<file path="src/rtl/encaixotamento_pkg.sv">
// Shared constants for the box-packing stage.
// Holds the controller state encoding, the default parameter values and the
// timer width. There are no ports: the stage controller and the bench import
// this package.
package encaixotamento_pkg;

  // Default number of approved bottles that fill one box. Valid range is 2..15.
  localparam int unsigned GARRAFAS_POR_CAIXA_PADRAO = 12;

  // Default number of CLK cycles allowed for a box exchange before the alarm.
  localparam int unsigned TIMEOUT_TROCA_PADRAO = 50_000_000;

  // Width of the exchange timer. 26 bits covers the default timeout.
  localparam int unsigned TIMER_W = 26;

  // Controller states.
  localparam logic [1:0] ESPERA_CAIXA = 2'd0;  // conveyor runs, waiting for an empty box
  localparam logic [1:0] ENCHENDO     = 2'd1;  // box in position, accepting bottles
  localparam logic [1:0] CHEIA        = 2'd2;  // box full, conveyor carrying it away
  localparam logic [1:0] ALARME       = 2'd3;  // exchange timeout or box removed while filling

endpackage

</file>
<file path="src/rtl/contador_bcd_caixas.sv">
// Two-digit BCD counter of completed boxes.
// The counter advances by one on each clock edge where en_i is high. It wraps
// from 99 to 00.
// Ports:
//   clk_i  - clock, rising edge
//   rst_ni - asynchronous active-low reset, clears both digits
//   en_i   - count enable, one cycle per completed box
//   un_o   - units digit, BCD 0..9
//   dez_o  - tens digit, BCD 0..9
module contador_bcd_caixas (
  input  logic       clk_i,
  input  logic       rst_ni,
  input  logic       en_i,
  output logic [3:0] un_o,
  output logic [3:0] dez_o
);

  logic [3:0] un_q, un_d;
  logic [3:0] dez_q, dez_d;

  always_comb begin
    un_d  = un_q;
    dez_d = dez_q;
    if (en_i) begin
      if (un_q == 4'd9) begin
        un_d  = 4'd0;
        dez_d = (dez_q == 4'd9) ? 4'd0 : dez_q + 4'd1;
      end else begin
        un_d = un_q + 4'd1;
      end
    end
  end

  always_ff @(posedge clk_i or negedge rst_ni) begin
    if (!rst_ni) begin
      un_q  <= 4'd0;
      dez_q <= 4'd0;
    end else begin
      un_q  <= un_d;
      dez_q <= dez_d;
    end
  end

  assign un_o  = un_q;
  assign dez_o = dez_q;

endmodule

</file>
<file path="src/rtl/mef_encaixotamento.sv">
// Controller for the box-packing stage.
// The controller counts approved bottles into the current box. It closes the
// box when the box is full, runs the conveyor while a box is being exchanged,
// and raises an alarm on an exchange timeout or when the box is removed while
// it is being filled.
// Parameters:
//   GARRAFAS_POR_CAIXA - bottles per box (2..15)
//   TIMEOUT_TROCA      - cycles allowed in an exchange state before the alarm
// Ports:
//   CLK            - system clock, rising edge
//   reset          - asynchronous active-low reset
//   garrafaOk      - one-cycle pulse per approved bottle
//   caixaPresente  - debounced level, 1 = box in packing position
//   limpar         - one-cycle operator alarm acknowledge
//   prontoCaixa    - stage accepts bottles (filling)
//   motorCaixa     - box conveyor motor enable
//   caixaFechada   - one-cycle pulse after a box completes
//   garrafaPerdida - one-cycle pulse after a bottle that could not be accepted
//   alarmeCaixa    - alarm level
//   contaGarrafas  - bottles in the current box
//   caixasUn/Dez   - completed-box count, BCD 00..99
module mef_encaixotamento #(
  parameter int unsigned GARRAFAS_POR_CAIXA = encaixotamento_pkg::GARRAFAS_POR_CAIXA_PADRAO,
  parameter int unsigned TIMEOUT_TROCA      = encaixotamento_pkg::TIMEOUT_TROCA_PADRAO
) (
  input  logic       CLK,
  input  logic       reset,
  input  logic       garrafaOk,
  input  logic       caixaPresente,
  input  logic       limpar,
  output logic       prontoCaixa,
  output logic       motorCaixa,
  output logic       caixaFechada,
  output logic       garrafaPerdida,
  output logic       alarmeCaixa,
  output logic [3:0] contaGarrafas,
  output logic [3:0] caixasUn,
  output logic [3:0] caixasDez
);

  import encaixotamento_pkg::*;

  localparam logic [3:0]         ULTIMA = 4'(GARRAFAS_POR_CAIXA - 1);
  localparam logic [TIMER_W-1:0] LIMITE = TIMER_W'(TIMEOUT_TROCA - 1);

  logic [1:0]         estado_q, estado_d;
  logic [TIMER_W-1:0] timer_q, timer_d;
  logic [3:0]         conta_q, conta_d;
  logic               fechada_q, fechada_d;
  logic               perdida_q, perdida_d;
  logic               inc_caixa;

  always_comb begin
    estado_d  = estado_q;
    timer_d   = timer_q;
    conta_d   = conta_q;
    fechada_d = 1'b0;
    inc_caixa = 1'b0;
    // A bottle is lost unless the stage is filling and the box is still there.
    // A removal in the same cycle therefore loses the bottle.
    perdida_d = garrafaOk && !((estado_q == ENCHENDO) && caixaPresente);

    unique case (estado_q)
      ESPERA_CAIXA: begin
        if (caixaPresente) begin
          estado_d = ENCHENDO;
        end else if (timer_q == LIMITE) begin
          estado_d = ALARME;
        end else begin
          timer_d = timer_q + TIMER_W'(1);
        end
      end
      ENCHENDO: begin
        if (!caixaPresente) begin
          estado_d = ALARME;  // keep the partial count for the operator
        end else if (garrafaOk) begin
          if (conta_q == ULTIMA) begin
            conta_d   = 4'd0;
            inc_caixa = 1'b1;
            fechada_d = 1'b1;
            timer_d   = '0;
            estado_d  = CHEIA;
          end else begin
            conta_d = conta_q + 4'd1;
          end
        end
      end
      CHEIA: begin
        if (!caixaPresente) begin
          timer_d  = '0;
          estado_d = ESPERA_CAIXA;
        end else if (timer_q == LIMITE) begin
          estado_d = ALARME;
        end else begin
          timer_d = timer_q + TIMER_W'(1);
        end
      end
      ALARME: begin
        if (limpar) begin
          conta_d  = 4'd0;
          timer_d  = '0;
          estado_d = ESPERA_CAIXA;
        end
      end
      default: estado_d = ESPERA_CAIXA;
    endcase
  end

  always_ff @(posedge CLK or negedge reset) begin
    if (!reset) begin
      estado_q  <= ESPERA_CAIXA;
      timer_q   <= '0;
      conta_q   <= 4'd0;
      fechada_q <= 1'b0;
      perdida_q <= 1'b0;
    end else begin
      estado_q  <= estado_d;
      timer_q   <= timer_d;
      conta_q   <= conta_d;
      fechada_q <= fechada_d;
      perdida_q <= perdida_d;
    end
  end

  contador_bcd_caixas u_contador_bcd (
    .clk_i  (CLK),
    .rst_ni (reset),
    .en_i   (inc_caixa),
    .un_o   (caixasUn),
    .dez_o  (caixasDez)
  );

  // The level outputs depend only on the state. The pulses are registered.
  assign prontoCaixa    = (estado_q == ENCHENDO);
  assign motorCaixa     = (estado_q == ESPERA_CAIXA) || (estado_q == CHEIA);
  assign alarmeCaixa    = (estado_q == ALARME);
  assign caixaFechada   = fechada_q;
  assign garrafaPerdida = perdida_q;
  assign contaGarrafas  = conta_q;

endmodule

</file>
<file path="config.mk">
export PLATFORM = sky130hd
export DESIGN_NAME = mef_encaixotamento
export DESIGN_NICKNAME = d
export VERILOG_FILES = /design/src/rtl/encaixotamento_pkg.sv /design/src/rtl/contador_bcd_caixas.sv /design/src/rtl/mef_encaixotamento.sv
export SDC_FILE = /design/constraint.sdc
export NUM_CORES = 1
export LEC_CHECK = 0
export ABC_AREA = 1
export BUFFER_PORTS_ARGS = -buffer_cell sky130_fd_sc_hd__buf_2
export CORE_ASPECT_RATIO = 0.7
export CORE_MARGIN = 4
export CORE_UTILIZATION = 54
export CTS_CLUSTER_DIAMETER = 60
export CTS_CLUSTER_SIZE = 25
export DETAILED_ROUTE_END_ITERATION = 8
export PLACE_DENSITY_LB_ADDON = 0.08
export SLEW_MARGIN = 20
export SYNTH_ARGS = -nofsm -noshare
export SYNTH_HDL_FRONTEND = slang
export SYNTH_SLANG_ARGS = --single-unit
</file>
<file path="constraint.sdc">
create_clock -name CLK -period 1.6 [get_ports CLK]
set_input_delay 0.32 -clock CLK [delete_from_list [all_inputs] [get_ports CLK]]
set_output_delay 0.32 -clock CLK [all_outputs]
set_load 0.01 [all_outputs]
</file>
After elaboration in Yosys (flattened, before gate mapping)
Index checks and enable logic that the tools add are counted.
Word-level totals
  input port bits: 5
  register bits after elaboration: 42
  word-level logic and storage cells: 62
  output and inout port bits: 17
Cells by class
  reductions and logical operators: 10
  muxes and demuxes: 27
  equality and inequality tests: 14
  add/sub/neg operators: 4
Operator list (number)
  26-bit 2-to-1 mux: 7
  26-bit case mux with 4 select lines: 1
  26-bit by 1-bit adder with 26-bit output, second input constant: 1
  26-bit == test, second input constant: 1
  4-bit 2-to-1 mux: 6
  2-bit 2-to-1 mux: 7
  4-bit by 1-bit adder with 4-bit output, second input constant: 3
  4-bit == test, second input constant: 3
  2-bit inequality test, second input constant: 4
  2-bit case mux with 4 select lines: 1
  4-bit case mux with 2 select lines: 1
  5-bit AND reduction: 1
  2-bit == test, second input constant: 2
  1-bit 2-to-1 mux: 4
  4-bit AND reduction: 1
  3-bit by 2-bit inequality test with 1-bit output, second input constant: 1
  3-bit inequality test, second input constant: 1
  3-bit AND reduction: 1
  2-bit by 1-bit == test with 1-bit output, second input constant: 1
  1-bit logical AND: 2
  2-bit zero test: 1
  2-bit by 1-bit inequality test with 1-bit output, second input constant: 1
  2-bit AND reduction: 1
  2-bit nonzero test: 1
  other kinds (2): 2

Longest topological paths before layout
Gate-level depths: netlist of run 1.
  word-level depth: 6
  gate-level depth with buffers: 12
  gate-level depth less buffers: 11

Hierarchy
From an unflattened synthesis of run 1, not the netlist that was laid out.
Second synthesis, totals
  cell total of the unflattened synthesis: 423
  area, all modules: 2856.5 um^2
Modules (own cells, without submodules)
  mef_encaixotamento: cells each 367, seq. area each 850.8 um^2, area each 2427.3 um^2, times used 1
  contador_bcd_caixas: cells each 56, seq. area each 200.2 um^2, area each 429.2 um^2, times used 1

Least setup slack after synthesis of run 1
OpenSTA, ideal clock, no wires.
  path type: reg-to-reg
  start: register conta_q[0], in the netlist contaGarrafas[0]
  end: register timer_q[14]
  path slack: 0.009 ns
  stages on the path, launching flop included: 11
  arrival: 1.470 ns
  period minus slack after synthesis: 1.591 ns
  buffers on the path: 2
  path through: dfrtp_1 ha_1 nand4_2 nand2_4 nand2_4 nor2_8 buf_8 buf_8 nand3_1 nand2_1 nor2_1
On the way
  cells in the longest elaborated chain, start to end: 3
Ends and longest elaborated chain
  start: declaration: line mef_encaixotamento.sv:48  | logic [3:0] conta_q, conta_d;
  start signal: assignment: line mef_encaixotamento.sv:119  | conta_q <= conta_d;
  4-bit == test: line mef_encaixotamento.sv:77  | if (conta_q == ULTIMA) begin
  2-bit by 1-bit inequality test with 1-bit output (no line)
  5-bit AND reduction (no line)
  end signal: assignment: line mef_encaixotamento.sv:118  | timer_q <= timer_d;
  end: declaration: line mef_encaixotamento.sv:47  | logic [TIMER_W-1:0] timer_q, timer_d;
No other way between the ends.
A chain may end at the register's enable or synchronous reset.

Worst setup path in the final report of run 1
  start: register conta_q[1], in the netlist contaGarrafas[1]
  end: register timer_q[11]
Same word-level chain as after synthesis.

==> results.tsv, run 1 <==
stage	metric	value	unit
synth	dominantRegCellSynth	dfrtp_1	
timing	layout_setup_ws	-0.00870	ns
power_and_ir_drop	sequentialPowerShare	0.312	
global_routing	first_global_vias	2287	
floorplan	ioPinCount	22	
timing	setup_viol	2	
hold_path	hp-class	input port to register	
layout	layout-drive-gt1-share	0.341	
floorplan	std_cell_rows	21	
global_routing	grt_pass1_wl	11100	um
synth	synthArstFlopShare	1.00	
layout	fin_util	0.749	
floorplan	dieHeight	66.7	um
clock_network	cts_htree_levels	2	
power_and_ir_drop	switching_power	1.81	mW
clock_network	numCtsBuffers	5	
floorplan	fp.dieW	91.8	um
timing	slew_viol_final	0	
layout	final_area	0.00356	mm2
synth	ys.warnings.count	0	
timing	rsz0062_at_grt	yes	
timing	fin_crit_sh	1.01	
synth	syn_area	0.00265	mm2
clock_network	root_buffer	clkbuf_8	
power_and_ir_drop	power_leakage	1.73	nW
timing	fin_crit	1.61	ns
global_routing	gr-total-overflow	0	
layout	mostFrequentLayoutCell	nand2_1	
placement	portBuffers	21	
synth	syn_area_per_cell	7.33	um2
layout	fin_nets	452	
drt	wire_per_inst	14.0	um
power_and_ir_drop	netSwitchingFraction	0.409	
drt	first_pass_iters	5	
synth	synth_edf_count	0	
drt	viasPerCell	5.20	
placement	hpwl	5050	um
power_and_ir_drop	pwr-share-clk	0.191	
clock_network	clock_sinks	42	
clock_network	cts_tree	yes	
drt	drc	0	
outcome	outcome	finished with violations	
drt	vias	2677	
critical_path	crit_type	register to register	
placement	gp_congestion	0.958	
drt	ant_nets	0	
synth	yosysSeqAreaShare	0.396	
critical_path	end_kind	register	
timing	final.setup_skew	0.00306	ns
run	max_cap_violations	0	
drt	drt_iter0_drc	245	
critical_path	required	1.79	ns
timing	max_freq	622	MHz
synth	ys_types	37	
layout	most-common-layout-cells	nand2_1, buf_4, nor2_1	
timing	relSlewSlack	0.705	
synth	synthTopCellsByArea	dfrtp_1, nand2_1, nor2_1, inv_1, nand3_1	
outcome	violations	negative setup slack	
power_and_ir_drop	internal-power	2.61	mW
power_and_ir_drop	comb_power_share	0.498	
global_routing	grt_start_max_net_pins	26	
timing	worstMarginPinSlew	0.442	ns
power_and_ir_drop	p_per_area	1240	mW/mm2
critical_path	cp_max_fo	6	
layout	synthToLayoutAreaGrowth	34.2	%
global_routing	grt_use_total	0.231	
synth	ys_ff_latch	42	
clock_network	clkLatencyLatePin	0.30	ns
power_and_ir_drop	ir_drop	1.38	mV
drt	wl	7200	um
synth	netlist.top_cell.by_area	dfrtp_1	
placement	placed_area	0.00316	mm2
layout	insertedDiodeCount	0	
clock_network	clk_pin_slew_worst_paths	0.08	ns
timing	hold_viol_final	0	
synth	synth_nets	369	
synth	synth_top_area_frac	0.396	
floorplan	start_util	0.558	
global_routing	antenna_found_initial	0	
critical_path	start_kind	register	
floorplan	fp.dieArea	0.00612	mm2
floorplan	coreArea	0.00476	mm2
synth	syn_inst	362	
clock_network	clockBufferDepth	2	
critical_path	arrival	1.79	ns
## synth_stat cells, types with 2 or more instances
cell	n
o2111ai_1	4
nor2_4	2
inv_1	38
o21bai_1	3
a21oi_1	4
buf_8	2
nand2_1	90
o21ai_0	11
dfrtp_1	42
xor2_1	11
nand2_4	4
inv_2	5
buf_2	2
nand4_1	8
o21ai_1	4
nor2_2	4
nor2_1	63
nand2_2	5
xnor2_1	4
a31oi_1	2
nor3_1	11
ha_1	2
nand3_1	27
## final timing paths
path | startpoint | endpoint | slack, ns | depth (start not counted)
setup reg to reg | contaGarrafas[1]$_DFFE_PN0P_ | timer_q[11]$_DFFE_PN0P_ | -0.009 | 10
hold / removal | garrafaOk | garrafaPerdida$_DFF_PN0_ | 0.27 | 3
hold reg to reg | u_contador_bcd.un_o[1]$_DFFE_PN0N_ | u_contador_bcd.un_o[1]$_DFFE_PN0N_ | 0.54 | 2
min in group asynchronous | reset | timer_q[13]$_DFFE_PN0P_ | 0.49 | 2
max in group asynchronous | reset | timer_q[2]$_DFFE_PN0P_ | 0.62 | 3
setup / recovery | contaGarrafas[1]$_DFFE_PN0P_ | timer_q[11]$_DFFE_PN0P_ | -0.009 | 10
## per-layer routing
layer  vias to the layer above  part of all wire  global-route usage
li1                       1324                 -                   -
met1                      1256              0.50               0.354
met2                        88              0.42               0.331
met3                         9             0.068              0.0474
met4                         0            0.0090              0.0500
met5                         -                 0                   0
## worst max-delay path, cell delays in order (launching register included)
cell	delay, ns
dfrtp_1	0.42
ha_4	0.18
nand4_4	0.09
nand2_4	0.11
nand2_4	0.07
nor2_8	0.19
buf_4	0.16
clkbuf_16	0.13
nand3_1	0.06
nand2_1	0.07
nor2_1	0.04
## per-stage QoR
stage	hold slack, ns	setup slack, ns	instances	setup TNS (ns)	power (mW)
global route	0.308	-0.0933	515	-1.37	4.69
detailed placement	0.291	-0.0870	493	-0.637	3.13
CTS	0.245	-0.00714	502	-0.00714	3.98
finish	0.269	-0.00870	515	-0.00927	4.41
global placement	0.293	-0.0339	493	-0.141	3.12
floorplan	0.0244	0.00861	362	0	2.51
## flip-flops by register name, indices dropped and copies added (netlist names)
signal / cells
caixaFechada: 1
contaGarrafas: 4
estado_q: 2
garrafaPerdida: 1
timer_q: 26
u_contador_bcd.dez_o: 4
u_contador_bcd.un_o: 4
## power by group through the flow
stage          Sequential (mW)  Combinational, mW  Clock [mW]
6_report                  1.38               2.20       0.841
5_1_grt                   1.39               2.40       0.894
4_1_cts                   1.32               1.81       0.850
3_5_place_dp              1.34               1.79           0
3_3_place_gp              1.34               1.78           0
2_1_floorplan             1.36               1.14           0
## cells by family after synthesis
logic type,Yosys count,share of synthesized area
buffers and inverters,49,0.0835
AND/OR/NAND/NOR,224,0.394
XOR/XNOR,15,0.0495
adder cells (fa/ha/maj),2,0.00943
flip-flops,42,0.396
AO/OA/AOI/OAI,30,0.0674
## layout make-up
class                   instances  area [um2]
multi-input cells             272        1540
clock buffers                   5        68.8
inverters                      44         173
repair buffers                 80         597
fillers                       364        1190
clock inverters                 3        40.0
well taps                      69        86.3
flip-flops and latches         42        1060
## timing repair
| item | in CTS | in global routing |
|---|---|---|
| cloned | 0 | 2 |
| setup endpoints to repair | 17 | 31 |
| pin swaps | 0 | 18 |
| buffers inserted | 0 | 11 |
| gates resized for setup | 7 | 44 |
| hold endpoints to repair | 17 | 0 |
| hold buffers | 1 | 0 |
Note: power is estimated with default switching activity, not from simulation.
==> inputs of run 2 (changes only) <==
- PLACE_DENSITY: not set -> 0.83
- PLACE_DENSITY_LB_ADDON: 0.08 -> not set
==> run 2 against run 1 <==
Count of clock-buffer cells in the layout is the same. Flip-flop and latch count unchanged. Wire length increased by 2.3%. Largest power group unchanged. Worst setup slack worse by 0.011 ns. Critical path depth down 2. The run still ends with negative setup slack left. Combinational power fell by 7%.
==> results.tsv, run 2 (same netlist as run 1, synthesis figures left out) <==
stage	metric	value	unit	change
critical_path	r2r_start	timer_q[16]$_DFFE_PN0P_		
timing	layout_setup_ws	-0.0198	ns	-0.0111 ns
global_routing	first_global_vias	2316		+1.3%
timing	max_freq	617	MHz	-0.68%
power_and_ir_drop	power	4.43	mW	+0.39%
layout	largest_reg_flops	26		unchanged
clock_network	clockBufferDepth	2		unchanged
critical_path	rr_endpoint	timer_q[0]$_DFFE_PN0P_		
drt	wl	7370	um	+2.3%
critical_path	crit_cells	8		-2
clock_network	clkLatencyLatePin	0.30	ns	about the same
drt	drc	0		unchanged
clock_network	root_buffer	clkbuf_8		
global_routing	gr-total-overflow	0		unchanged
placement	dp_slack	-0.117	ns	-0.0297 ns
floorplan	std_cell_rows	21		unchanged
drt	first_pass_iters	4		-1
floorplan	start_util	0.558		unchanged
drt	viasPerCell	5.46		+5.0%
clock_network	cts_htree_levels	2		unchanged
timing	final.setup_skew	0.00419	ns	+0.00113 ns
critical_path	cp_top_family	simple AND/OR/NAND/NOR gates		
drt	drt_iter0_drc	269		+9.8%
power_and_ir_drop	power_leakage	1.65	nW	-5.0%
drt	ant_nets	0		unchanged
timing	whs	0.275	ns	+0.00663 ns
layout	regMostFlops	timer_q		
layout	synthToLayoutAreaGrowth	30.6	%	
critical_path	crit_path_end	timer_q[0]$_DFFE_PN0P_		
clock_network	numCtsBuffers	5		unchanged
timing	relSlewSlack	0.689		-0.0161
critical_path	required	1.79	ns	about the same
drt	vias	2692		+0.56%
layout	fin_nets	430		-4.9%
floorplan	dieHeight	66.7	um	unchanged
global_routing	grt_use_total	0.230		-0.000551
layout	mostFrequentLayoutCell	nand2_1		
critical_path	slowest_stage	dfrtp_1		
clock_network	clock_sinks	42		unchanged
power_and_ir_drop	p_per_area	1280	mW/mm2	+3.1%
floorplan	ioPinCount	22		unchanged
layout	insertedDiodeCount	0		unchanged
timing	fin_crit	1.62	ns	+0.0111 ns
global_routing	antenna_found_initial	0		unchanged
floorplan	fp.dieArea	0.00612	mm2	unchanged
critical_path	crit_type	register to register		
critical_path	start_kind	register		
outcome	outcome	finished with violations		
timing	hold_viol_final	0		unchanged
floorplan	fp.dieW	91.8	um	unchanged
timing	setup_viol	5		+3
critical_path	r2r_cells	8		-2
placement	portBuffers	21		unchanged
drt	wire_per_inst	14.9	um	+6.9%
timing	slew_viol_final	0		unchanged
hold_path	holdPathStages	3		unchanged
global_routing	grt_pass1_wl	11100	um	+0.24%
placement	gp_congestion	0.929		-3.0%
critical_path	path_buf_inv	0		-2
global_routing	grt_start_max_net_pins	25		-3.8%
critical_path	end_kind	register		
layout	layout-drive-gt1-share	0.323		-0.0177
hold_path	min_from	garrafaOk		
critical_path	cp_max_fo	7		+1
critical_path	worst_path_largest_cell_delay	0.48	ns	+0.06 ns
power_and_ir_drop	ir_drop	0.806	mV	-42%
timing	rsz0062_at_grt	yes		
clock_network	cts_tree	yes		
critical_path	path_cells	nor2_1, nand2_1, nor2_2, nand2_2, nor2_4, nor2_4, o21ai_0, a21oi_1		
outcome	violations	negative setup slack		
hold_path	hp-class	input port to register		
run	max_cap_violations	0		unchanged
timing	worstMarginPinSlew	0.466	ns	+0.0241 ns
layout	most-common-layout-cells	nand2_1, nor2_1, dfrtp_1		
floorplan	coreArea	0.00476	mm2	unchanged
clock_network	clk_pin_slew_worst_paths	0.09	ns	about the same
critical_path	cpMostUsedCell	nor2_4		
timing	fin_crit_sh	1.01		+0.00691
critical_path	crit_path_start	timer_q[16]$_DFFE_PN0P_		
critical_path	ff2ff_setup_slack	-0.02	ns	about the same
critical_path	arrival	1.81	ns	+0.02 ns
placement	hpwl	4820	um	-4.6%
-- run 2: cell count changes in the layout (fill, tap and decap cells not counted), moves of 2 or more --
cell	delta
buf_6	+3
clkinv_2	-2
nor2_1	-3
dfrtp_2	-4
nor2_4	+4
nand2_2	+6
nand3_4	+3
nand3_2	-3
buf_4	-23
nand2_1	-7
dfrtp_1	+4
-- run 2: metrics by stage --
step                      std cells  instance area [um2]  setup TNS [ns]   util
after global placement          474                 3010          -0.250  0.633
after detailed placement        474                 3010          -0.482  0.633
final                           493                 3470         -0.0457  0.729
after CTS                       487                 3230         -0.0423  0.680
after floorplan                 362                 2650               0      -
after global routing            493                 3470           -1.45  0.729
-- run 2: how the worst min path moves through the flow --
stage / end / slack (ns)
final: garrafaPerdida$_DFF_PN0_ / 0.28
after global routing: garrafaPerdida$_DFF_PN0_ / 0.30
after CTS: garrafaPerdida$_DFF_PN0_ / 0.27
after detailed placement: contaGarrafas[0]$_DFFE_PN0P_ / 0.31
after global placement: contaGarrafas[1]$_DFFE_PN0P_ / 0.30
after floorplan: caixaFechada$_DFF_PN0_ / 0.02
-- run 2: per-layer routing --
layer	wire length (um)	part of all wire	vias up	GRT usage
met1	3300	0.45	1275	0.342
met3	644	0.087	9	0.0542
li1	-	-	1280	-
met5	0	0	-	0
met4	66	0.0090	0	0.0556
met2	3350	0.45	128	0.336
-- run 2: worst register-to-register path, cell delays in order (launching register included) --
cell,delay [ns]
dfrtp_1,0.48
nor2_1,0.15
nand2_1,0.10
nor2_2,0.14
nand2_2,0.08
nor2_4,0.23
nor2_4,0.11
o21ai_0,0.17
a21oi_1,0.06
-- run 2: final cells by class --
cell class / instances / area (um2)
Fill cell: 338 / 1290
Clock inverter: 3 / 68.8
Inverter: 44 / 175
Tap cell: 69 / 86.3
Multi-Input combinational cell: 272 / 1600
Timing Repair Buffer: 58 / 413
Clock buffer: 5 / 68.8
Sequential cell: 42 / 1050
-- run 2: repair_timing --
action	in CTS	in global routing
cloned	1	0
endpoints found under the setup margin	20	32
setup buffers	3	6
pin swaps	5	27
hold buffers	1	0
hold endpoints to repair	18	0
resized for setup	10	58
-- run 2: power breakdown --
group          internal (mW)  switching (mW)
Clock                  0.626           0.403
Combinational          0.793            1.25
Sequential              1.20           0.165
==> inputs of run 3 (changes only) <==
- PLACE_DENSITY: 0.83 -> 0.87
- SLEW_MARGIN: 20 -> 5
==> run 3 against run 2 <==
Combinational power rose by 3%. Register-to-register slack got worse by 0.04 ns. Critical path type unchanged. Largest power group unchanged. Worst setup slack got worse by 0.042 ns. Sequential power barely moved. First-iteration DRC count rose by 9.3%. Largest cell class unchanged. Die area did not move. Non-clock buffer count fell by 3. The run still ends with negative setup slack left. Utilization fell by 1.7 points. Count of clock-buffer cells in the layout did not move. Maximum frequency fell by 2.5%.
==> results.tsv, run 3 (same netlist as run 1, synthesis figures left out) <==
stage	metric	value	unit	change
outcome	outcome	finished with violations		
outcome	violations	negative setup slack		
timing	final.setup_skew	0.00237	ns	-0.00182 ns
hold_path	holdPathStages	3		unchanged
layout	regArea	0.00106	mm2	+0.36%
drt	drt_iter0_drc	294		+9.3%
critical_path	cp_max_fo	7		unchanged
layout	regMostFlops	timer_q		
layout	most-common-layout-cells	nand2_1, nor2_1, inv_1		
floorplan	fp.dieArea	0.00612	mm2	unchanged
clock_network	numCtsBuffers	5		unchanged
floorplan	ioPinCount	22		unchanged
clock_network	root_buffer	clkbuf_8		
drt	wl	7440	um	+1.0%
global_routing	grt_use_total	0.233		+0.00268
clock_network	clockBufferDepth	2		unchanged
layout	fin_nets	427		-0.70%
critical_path	slowest_stage	dfrtp_2		
timing	rsz0062_at_grt	yes		
drt	viasPerCell	5.50		+0.69%
clock_network	cts_htree_levels	2		unchanged
power_and_ir_drop	p_per_area	1280	mW/mm2	about the same
clock_network	clk_pin_slew_worst_paths	0.08	ns	about the same
clock_network	cts_tree	yes		
drt	drc	0		unchanged
global_routing	grt_start_max_net_pins	24		-4.0%
floorplan	start_util	0.558		unchanged
hold_path	min_from	garrafaOk		
drt	first_pass_iters	6		+2
power_and_ir_drop	power	4.32	mW	-2.4%
floorplan	coreArea	0.00476	mm2	unchanged
timing	fin_crit	1.66	ns	+0.0417 ns
timing	layout_setup_ws	-0.0614	ns	-0.0417 ns
layout	fill_cells	326		-3.6%
global_routing	gr-total-overflow	0		unchanged
layout	synthToLayoutAreaGrowth	27.6	%	
layout	multi_input_area	0.00154	mm2	-3.5%
timing	worstMarginPinSlew	0.490	ns	+0.0241 ns
layout	insertedDiodeCount	0		unchanged
critical_path	rr_endpoint	timer_q[7]$_DFFE_PN0P_		
layout	fin_util	0.712		-0.0168
timing	max_freq	602	MHz	-2.5%
critical_path	end_kind	register		
timing	hold_viol_final	0		unchanged
placement	hpwl	4880	um	+1.4%
global_routing	antenna_found_initial	0		unchanged
critical_path	required	1.80	ns	about the same
timing	slew_viol_final	0		unchanged
drt	ant_nets	0		unchanged
run	max_cap_violations	0		unchanged
placement	dp_slack	-0.0153	ns	+0.101 ns
layout	largest_reg_flops	26		unchanged
critical_path	ff2ff_setup_slack	-0.06	ns	-0.04 ns
placement	gp_congestion	0.992		+6.7%
floorplan	std_cell_rows	21		unchanged
global_routing	grt_pass1_wl	11200	um	+1.1%
timing	setup_viol	11		+6
timing	fin_crit_sh	1.04		+0.0261
power_and_ir_drop	power_leakage	1.61	nW	-2.2%
global_routing	first_global_vias	2468		+6.6%
critical_path	crit_type	register to register		
drt	vias	2694		+0.074%
critical_path	arrival	1.86	ns	+0.05 ns
critical_path	r2r_start	timer_q[16]$_DFFE_PN0P_		
critical_path	start_kind	register		
layout	mostFrequentLayoutCell	nand2_1		
critical_path	r2r_cells	10		+2
floorplan	dieHeight	66.7	um	unchanged
power_and_ir_drop	ir_drop	0.658	mV	-18%
floorplan	fp.dieW	91.8	um	unchanged
clock_network	clkLatencyLatePin	0.30	ns	about the same
hold_path	hp-class	input port to register		
hold_path	holdPathEnd	garrafaPerdida$_DFF_PN0_		
placement	portBuffers	21		unchanged
clock_network	clock_sinks	42		unchanged
critical_path	worst_path_largest_cell_delay	0.47	ns	about the same
critical_path	path_cells	nor2_1, nand2_1, nor2_2, nand2_2, nor2_4, nor2_4, nand2_1, nand2_1, nand2_1, nor2_1		
layout	layout-drive-gt1-share	0.299		-0.0238
timing	relSlewSlack	0.673		-0.0161
critical_path	cpMostUsedCell	nand2_1		
drt	wire_per_inst	15.2	um	+1.7%
-- run 3: how the worst max path moves through the flow --
stage,depth (start not counted),startpoint,end,slack (ns)
finish,10,timer_q[16]$_DFFE_PN0P_,timer_q[7]$_DFFE_PN0P_,-0.06
global route,10,timer_q[16]$_DFFE_PN0P_,timer_q[5]$_DFFE_PN0P_,-0.16
CTS,10,contaGarrafas[1]$_DFFE_PN0P_,timer_q[23]$_DFFE_PN0P_,-0.002
detailed placement,8,timer_q[1]$_DFFE_PN0P_,timer_q[18]$_DFFE_PN0P_,-0.02
global placement,9,timer_q[1]$_DFFE_PN0P_,timer_q[22]$_DFFE_PN0P_,0.01
floorplan,10,contaGarrafas[0]$_DFFE_PN0P_,timer_q[14]$_DFFE_PN0P_,0.009
-- run 3: area by class of cell --
| type | instances | area share |
|---|---|---|
| clock inverter | 3 | 0.0118 |
| timing repair buffer | 55 | 0.123 |
| multi-input combinational | 272 | 0.456 |
| inverter | 44 | 0.0510 |
| sequential | 42 | 0.313 |
| clock buffer | 5 | 0.0203 |
| tap | 69 | 0.0255 |
-- run 3: metal layers --
layer	up-vias	GRT usage	share of wire	wire [um]
met2	147	0.382	0.46	3450
met5	-	0	0	0
met4	0	0.0722	0.027	200
met3	26	0.0440	0.083	620
met1	1255	0.314	0.43	3170
li1	1266	-	-	-
-- run 3: per-stage QoR --
stage	cells	instance area (um2)	hold slack (ns)	TNS (ns)
2_1_floorplan	362	2650	0.0244	0
3_3_place_gp	474	3020	0.306	0
3_5_place_dp	474	3020	0.310	-0.0295
4_1_cts	486	3200	0.275	-0.00162
5_1_grt	490	3390	0.293	-2.38
6_report	490	3390	0.281	-0.382
-- run 3: power by group --
group | switching, mW | total (mW) | internal (mW)
clock | 0.389 | 0.848 | 0.460
sequential | 0.177 | 1.37 | 1.20
combinational | 1.25 | 2.10 | 0.856
total | 1.81 | 4.32 | 2.51
-- run 3: what timing repair did --
action                                 in CTS  in global routing
setup endpoints to repair                  23                 31
pin swaps                                   3                 18
gates cloned                                1                  1
gates resized for setup                    11                 41
hold buffers                                1                  0
endpoints found under the hold margin      19                  0
setup buffers                               2                  3
-- run 3: worst max-delay path: cells and delay by family (launching register included) --
kind	cells	cell delay, ns
flip-flops	1	0.47
AND/OR/NAND/NOR	10	1.08
